## config.mk

```make
export PLATFORM = sky130hd
export DESIGN_NAME = ex_operand_b_stage
export DESIGN_NICKNAME = d
export VERILOG_FILES = /design/src/rtl/ex_operand_b_stage.sv
export SDC_FILE = /design/constraint.sdc
export NUM_CORES = 1
export LEC_CHECK = 0
export ABC_AREA = 0
export CAP_MARGIN = 20
export CORE_ASPECT_RATIO = 0.9
export CORE_MARGIN = 2
export CORE_UTILIZATION = 47
export DETAILED_ROUTE_END_ITERATION = 12
export DONT_BUFFER_PORTS = 1
export GPL_TIMING_DRIVEN = 0
export PLACE_DENSITY_LB_ADDON = 0.3
export SYNTH_ARGS = -nofsm -noshare
export SYNTH_HDL_FRONTEND = slang
export SYNTH_SLANG_ARGS = --single-unit
```

## constraint.sdc

```tcl
create_clock -name Clk -period 1.86 [get_ports Clk]
set_input_delay 0.279 -clock Clk [delete_from_list [all_inputs] [get_ports Clk]]
set_output_delay 0.279 -clock Clk [all_outputs]
set_load 0.02 [all_outputs]
```

## src/rtl/ex_operand_b_stage.sv

```systemverilog
// EX-stage ALU operand-B select: forwarding mux, immediate extension and ID/EX capture register.
// Optional stall counter output enabled by defining EX_OPB_STALL_CNT_EN.
module ex_operand_b_stage #(
   parameter int DATA_W  = 32,
   parameter int IMM_W   = 16,
   parameter int NUM_FWD = 2,
   parameter int SEL_W   = 3
) (
   input  logic                      Clk,
   input  logic                      Reset,
   input  logic                      Valid_ID,
   input  logic [DATA_W-1:0]         Read_Data_B_ID,
   input  logic [NUM_FWD*DATA_W-1:0] Fwd_Data_ID,
   input  logic [SEL_W-1:0]          Fwd_Sel_ID,
   input  logic [IMM_W-1:0]          Imm_ID,
   input  logic [1:0]                ALUSrc_Mode_ID,
   input  logic                      Stall,
   input  logic                      Flush,
   output logic [DATA_W-1:0]         ALU_Data_2_EX,
   output logic [DATA_W-1:0]         Store_Data_EX,
`ifdef EX_OPB_STALL_CNT_EN
   output logic [15:0]               Stall_Count_EX,
`endif
   output logic                      Valid_EX
);

   localparam int EXT_W = DATA_W - IMM_W;

   logic [DATA_W-1:0] w_fwd_b;
   logic [DATA_W-1:0] w_op_b;
   logic [DATA_W-1:0] r_alu_b;
   logic [DATA_W-1:0] r_store;
   logic              r_valid;

   // Out-of-range selects fall back to the register file so the mux never yields X.
   always_comb begin
      w_fwd_b = Read_Data_B_ID;
      for (int k = 0; k < NUM_FWD; k++) begin
         if (Fwd_Sel_ID == SEL_W'(k + 1)) begin
            w_fwd_b = Fwd_Data_ID[k*DATA_W +: DATA_W];
         end
      end
   end

   always_comb begin
      w_op_b = w_fwd_b;
      case (ALUSrc_Mode_ID)
         2'b01:   w_op_b = {{EXT_W{Imm_ID[IMM_W-1]}}, Imm_ID};
         2'b10:   w_op_b = {{EXT_W{1'b0}}, Imm_ID};
         2'b11:   w_op_b = {Imm_ID, {EXT_W{1'b0}}};
         default: w_op_b = w_fwd_b;
      endcase
   end

   // Flush outranks Stall; a bubble still captures its data fields.
   always_ff @(posedge Clk or posedge Reset) begin
      if (Reset) begin
         r_alu_b <= '0;
         r_store <= '0;
         r_valid <= 1'b0;
      end else if (Flush) begin
         r_alu_b <= '0;
         r_store <= '0;
         r_valid <= 1'b0;
      end else if (!Stall) begin
         r_alu_b <= w_op_b;
         r_store <= w_fwd_b;
         r_valid <= Valid_ID;
      end
   end

   assign ALU_Data_2_EX = r_alu_b;
   assign Store_Data_EX = r_store;
   assign Valid_EX      = r_valid;

`ifdef EX_OPB_STALL_CNT_EN
   logic [15:0] r_stall_cnt;

   // Saturating count of held cycles; a flushed edge is not a stall.
   always_ff @(posedge Clk or posedge Reset) begin
      if (Reset) begin
         r_stall_cnt <= '0;
      end else if (Stall && !Flush && (r_stall_cnt != 16'hFFFF)) begin
         r_stall_cnt <= r_stall_cnt + 16'd1;
      end
   end

   assign Stall_Count_EX = r_stall_cnt;
`endif

endmodule
```

==> results.py, run 1 <==
metrics = {
    "cells_and_area": {
        "layout-drive-gt1-share_pct": 13.61,
        "diodes": 0,
        "fin_area_sq_um": 3785,
        "nNetsFinal": 477,
        "fin_cells": 453,
        "syn2layout_area_growth_pct": 9.840,
    },
    "synthesis": {
        "syn_inst": 342,
        "syn-num-nets": 464,
        "ys_warn_count": 0,
        "synth_top_area_share_pct": 47.20,
        "synth_area_leader_cell": "dfrtp_1",
        "syn_avg_cell_area_sq_um": 10.08,
        "seq_area_frac_synth_pct": 47.20,
        "ys_types": 29,
        "syn_area_sq_um": 3446,
        "netlist_top_cells_area": "dfrtp_1 (47%), o22a_1 (8.1%), a21oi_1 (7.8%), o21bai_1 (6.8%), a22oi_1 (6.3%)",
        "ys_ff_latch": 65,
    },
    "route": {
        "drtIter0Drc": 127,
        "post-route-drc-count": 0,
        "antenna_left": 0,
        "wirelength_mm": 11.21,
        "firstDrtPassIters": 4,
        "via_per_inst": 6.607,
        "wire_per_inst_um": 24.75,
        "vias": 2993,
    },
    "cts": {
        "root_buffer": "clkbuf_8",
        "clock_latency_ns": 0.34,
        "cts_made_buffers": 9,
        "cts_resized": 0,
        "clk_path_buf_depth": 2,
        "post-cts-setup-buffers": 0,
        "cts.sinks": 65,
        "ctsHoldBuffers": 1,
        "path_clk_slew_ns": 0.07,
        "tritoncts": "done",
        "cts.htree.levels": 3,
    },
    "floorplan": {
        "die_area_sq_um": 8033,
        "initial_utilization_pct": 48.70,
        "placement_rows": 29,
        "die_width_um": 94.26,
        "core_area_sq_um": 7076,
        "num_io_pins": 187,
        "die_y_um": 85.23,
    },
    "timing": {
        "fin_skew_ns": 0,
        "finalSetupViolations": 0,
        "max_freq_mhz": 770.1,
        "finalCritPeriodShare_pct": 69.82,
        "tns_ns": 0,
        "slew_headroom_pct": 49.15,
        "whs_ns": 0.08570,
        "min_period_ns": 1.299,
        "tightest_slew_ns": 0.7611,
        "finalHoldViolCount": 0,
        "slew_viol_final": 0,
        "rsz0062_at_grt": "false",
    },
    "placed_design": {
        "dpl.cell_count": 436,
        "routabilityCongestion": 0.8163,
        "io_buffers": 0,
        "dpl-instance-area_sq_um": 3586,
        "dp_hpwl_mm": 8.537,
    },
    "global_route": {
        "grtUsageMet3_pct": 9.680,
        "grt.overflow.total": 0,
        "grt-busiest-layer": "met2",
        "grt_use_met1_pct": 34.81,
        "grt_pass1_vias": 3087,
        "antenna_found_initial": 0,
        "grt_pass1_wl_mm": 16.93,
        "grt_usage_pct": 28.09,
        "grt_max_degree": 34,
        "met2_usage_pct": 45.45,
    },
    "pwr": {
        "powerDensity_nw_per_um2": 900.1,
        "vdd_drop_max_mv": 0.3756,
        "p_leak_nw": 1.538,
        "finalPower_mw": 3.407,
    },
    "min_path": {
        "min_path_type": "input port to register",
        "hp-start": "Imm_ID[13]",
    },
    "setup_path": {
        "endpoint_kind": "register",
        "r2r-start": "ALU_Data_2_EX[16]",
        "cp_max_fo": 10,
        "start_kind": "input port",
        "required_ns": 2.11,
        "cp-startpoint": "Fwd_Sel_ID[1]",
        "arrival_ns": 1.55,
        "path_class": "input port to register",
    },
    "flow_run": {
        "drv_cap": 0,
    },
    "status": {
        "status": "complete, no violations",
    },
}
-- logic make-up (layout without fill, tap and decap cells) --
group | after synthesis | in the layout | share of synthesized area (%)
flops | 65 | 65 | 47.20
buf+inv | 40 | 58 | 5.773
mux | 1 | 1 | 0.2905
simple gates | 26 | 26 | 4.648
compound gates | 209 | 209 | 41.83
xor+xnor | 1 | 1 | 0.2542
-- cells in the mapped netlist --
library cell	n
a22oi_1	29
o221ai_1	2
dfrtp_1	65
buf_1	4
nor3_2	1
nand2b_1	12
o21ai_1	7
o22ai_1	31
a22oi_2	2
buf_4	6
a2111oi_4	1
clkbuf_1	16
nor2_2	2
buf_2	9
o21bai_1	31
a21oi_1	54
inv_2	1
o21ai_0	9
mux2i_1	1
o22a_1	32
xnor2_1	1
a21oi_2	10
a221oi_1	1
or2b_1	5
nor2_1	3
inv_1	2
nor2b_1	1
buf_6	2
nand2_1	2
-- registers in the layout, summed over array words and instances, names as in the netlist --
signal,count
Valid_EX,1
Store_Data_EX,32
ALU_Data_2_EX,32
-- cells in the final DEF, fill, tap and decap left out --
master         synthesis  final
nand2b_1              12     12
buf_1                  4      4
a22oi_1               29     29
inv_2                  1      1
nand2_1                2      2
buf_2                  9      9
o21ai_0                9      9
buf_4                  6      6
a21oi_1               54     54
clkbuf_1              16     19
o22ai_1               31     31
a2111oi_4              1      1
nor2_1                 3      3
clkinvlp_4             0      1
bufinv_16              0      1
a21oi_2               10     10
buf_6                  2      2
nor3_2                 1      1
o21ai_1                7      7
xnor2_1                1      1
dfrtp_1               65     65
nor2_2                 2      2
o21bai_1              31     31
clkinv_2               0      2
a22oi_2                2      2
nor2b_1                1      1
o221ai_1               2      2
inv_1                  2      1
a221oi_1               1      1
o22a_1                32     32
mux2i_1                1      1
buf_12                 0      1
or2b_1                 5      5
dlygate4sd3_1          0      1
clkbuf_8               0     10
-- critical path, stage by stage --
cell and delay (ns):
nand2b_1 0.11, buf_2 0.18, a21oi_2 0.33, buf_2 0.29, o22ai_1 0.15, a21oi_1 0.21
-- path summary, 6_finish.rpt --
| kind | to | slack [ns] | cells after the start |
|---|---|---|---|
| max | Store_Data_EX[19] | 0.56 | 6 |
| min | ALU_Data_2_EX[13] | 0.09 | 2 |
| max reg2reg | ALU_Data_2_EX[16] | 0.89 | 2 |
| min reg2reg | Store_Data_EX[31] | 0.65 | 2 |
| max in group asynchronous | Store_Data_EX[14] | 0.71 | 3 |
| min in group asynchronous | Store_Data_EX[30] | 0.54 | 2 |
-- metal layers --
layer / up-vias / wire length [um]
met2: 150 / 5414
met5: - / 0
met1: 1478 / 4407
li1: 1340 / -
met4: 0 / 260
met3: 25 / 1128
-- power by group --
group,internal (mW),total [mW],switching [mW]
combinational,0.197,0.503,0.306
sequential,1.51,1.72,0.207
clock,0.654,1.19,0.533
-- stage by stage --
stage,setup WS (ns),util [%]
floorplan,0.5285,-
global placement,0.2325,50.40
detailed placement,0.2029,50.68
CTS,0.5725,53.49
global route,0.4648,53.49
finish,0.5614,53.49
-- area by class of cell --
type | instances | area [sq um]
Timing Repair Buffer | 2 | 30.03
Tap cell | 93 | 116.4
Clock buffer | 13 | 148.9
Sequential cell | 65 | 1627
Multi-Input combinational cell | 237 | 1620
Inverter | 3 | 15.01
Buffer | 37 | 187.7
Clock inverter | 3 | 40.04
Fill cell | 680 | 3291
Note: power is estimated with default switching activity, not from simulation.
==> run 2: changes to the inputs <==
==> constraint.sdc (replaced) <==
create_clock -name Clk -period 1.3 [get_ports Clk]
set_input_delay 0.195 -clock Clk [delete_from_list [all_inputs] [get_ports Clk]]
set_output_delay 0.195 -clock Clk [all_outputs]
set_load 0.02 [all_outputs]
==> run 2 against run 1 <==
- global-route usage increased by 0.23 points
- cell count increased by 1.5%
- count of clock-buffer cells in the layout unchanged
- hold slack got worse by 0.074 ns
- total power increased by 44%
- critical path depth unchanged
- register-to-register slack got worse by 0.56 ns
- die area unchanged
- first-iteration DRC count increased by 3.9%
==> results.py, run 2 (synthesis gave the netlist of run 1 again) <==
metrics = {
    "cells_and_area": {
        "nNetsFinal": 484,
        "fin_util_pct": 54.48,
        "layout-drive-gt1-share_pct": 13.35,
        "layout_commonest_cell": "dfrtp_1",
        "final_cell_mix": "dfrtp_1 (65), a21oi_1 (54), o22a_1 (32), o22ai_1 (31), o21bai_1 (31)",
        "diodes": 0,
        "syn2layout_area_growth_pct": 11.87,
    },
    "min_path": {
        "hp-start": "Imm_ID[15]",
        "min_to": "ALU_Data_2_EX[15]",
        "whs_path_depth": 2,
        "min_path_type": "input port to register",
    },
    "placed_design": {
        "dp_slack_ns": -0.2731,
        "routabilityCongestion": 0.8163,
        "dp_hpwl_mm": 8.537,
        "io_buffers": 0,
    },
    "route": {
        "wirelength_mm": 11.41,
        "post-route-drc-count": 0,
        "firstDrtPassIters": 4,
        "vias": 3052,
        "antenna_left": 0,
        "wire_per_inst_um": 24.80,
        "via_per_inst": 6.635,
        "drtIter0Drc": 132,
    },
    "pwr": {
        "p_int_mw": 3.391,
        "vdd_drop_max_mv": 0.5449,
        "powerDensity_nw_per_um2": 1271,
        "sw_frac_of_total_pct": 30.81,
        "finalPower_mw": 4.901,
        "p_sw_mw": 1.510,
        "clkPwrFrac_pct": 34.8,
        "p_leak_nw": 1.567,
        "pwr-share-seq_pct": 50.1,
        "power_frac_comb_pct": 15.1,
    },
    "floorplan": {
        "core_area_sq_um": 7076,
        "die_area_sq_um": 8033,
        "die_y_um": 85.23,
        "num_io_pins": 187,
        "placement_rows": 29,
        "initial_utilization_pct": 48.70,
        "die_width_um": 94.26,
    },
    "setup_path": {
        "rr_worst_depth": 2,
        "endpoint_kind": "register",
        "arrival_ns": 1.47,
        "r2r-end": "ALU_Data_2_EX[16]",
        "path_class": "input port to register",
        "start_kind": "input port",
        "regToRegSetupSlack_ns": 0.33,
        "required_ns": 1.55,
        "cp_max_fo": 10,
        "r2r-start": "ALU_Data_2_EX[16]",
    },
    "timing": {
        "finalSetupViolations": 0,
        "slew_headroom_pct": 48.74,
        "min_period_ns": 1.218,
        "max_freq_mhz": 820.8,
        "tns_ns": 0,
        "fin_skew_ns": 0,
        "whs_ns": 0.01146,
        "layout_setup_ws_ns": 0.08173,
        "rsz0062_at_grt": "true",
        "slew_viol_final": 0,
        "tightest_slew_ns": 0.7673,
        "finalHoldViolCount": 0,
        "finalCritPeriodShare_pct": 93.71,
    },
    "global_route": {
        "grt_pass1_vias": 3130,
        "grt_max_degree": 34,
        "grt_usage_pct": 28.31,
        "antenna_found_initial": 0,
        "grt_pass1_wl_mm": 17.06,
        "grt.overflow.total": 0,
    },
    "cts": {
        "cts_made_buffers": 9,
        "root_buffer": "clkbuf_8",
        "clk_path_buf_depth": 2,
        "clock_latency_ns": 0.33,
        "cts.sinks": 65,
        "cts_resized": 0,
        "path_clk_slew_ns": 0.07,
        "cts.htree.levels": 3,
        "post-cts-setup-buffers": 0,
        "tritoncts": "done",
    },
    "status": {
        "status": "complete, no violations",
    },
    "flow_run": {
        "drv_cap": 0,
    },
}
[run 2: cell types whose count changed in the layout (fill, tap and decap cells not counted)]
cell,delta
dlygate4sd3_1,+7
[run 2: layout make-up]
type	count	area [sq um]
Inverter	3	15.01
Sequential cell	65	1627
Tap cell	93	116.4
Clock buffer	13	148.9
Clock inverter	3	40.04
Multi-Input combinational cell	237	1620
Timing Repair Buffer	9	100.1
Buffer	37	187.7
Fill cell	672	3221
[run 2: power groups by stage]
| stage | registers (mW) | logic, mW | clock network (mW) |
|---|---|---|---|
| 2_1_floorplan | 2.45 | 0.546 | 0 |
| 5_1_grt | 2.47 | 0.813 | 1.83 |
| 4_1_cts | 2.46 | 0.737 | 1.73 |
| 3_3_place_gp | 2.49 | 0.687 | 0 |
| 6_report | 2.46 | 0.740 | 1.70 |
| 3_5_place_dp | 2.50 | 0.715 | 0 |
[run 2: layer usage]
metal  up-vias  wire length, um  track usage (%)  share of wire [%]
met5         -                0                0                  0
met4         0              282            11.99                2.5
met3        23             1160            9.947                 10
met2       163             5445            45.45                 48
met1      1514             4520            34.70                 40
li1       1352                -                -                  -
[run 2: through the flow]
step	instances	cell area [sq um]
after global routing	460	3855
final	460	3855
after global placement	435	3566
after CTS	460	3855
after detailed placement	436	3586
after floorplan	342	3450
[run 2: critical path: stages]
cell and delay (ns):
nand2b_1 0.11, buf_2 0.18, a21oi_2 0.33, buf_2 0.29, o22ai_1 0.15, a21oi_1 0.21
[run 2: worst max-delay path by stage]
stage                       start  slack (ns)                end  cells past startpoint
finish              Fwd_Sel_ID[1]        0.08  Store_Data_EX[19]                      6
global route        Fwd_Sel_ID[1]       -0.01  Store_Data_EX[25]                      6
CTS                 Fwd_Sel_ID[0]         0.1  Store_Data_EX[27]                      6
detailed placement  Fwd_Sel_ID[1]       -0.27  Store_Data_EX[27]                      6
global placement    Fwd_Sel_ID[0]       -0.24  Store_Data_EX[27]                      6
floorplan           Fwd_Sel_ID[0]        0.05  Store_Data_EX[16]                      6
[run 2: what timing repair did]
item	in CTS	in global routing
hold endpoints to repair	39	0
setup endpoints to repair	0	2
hold buffers	8	0
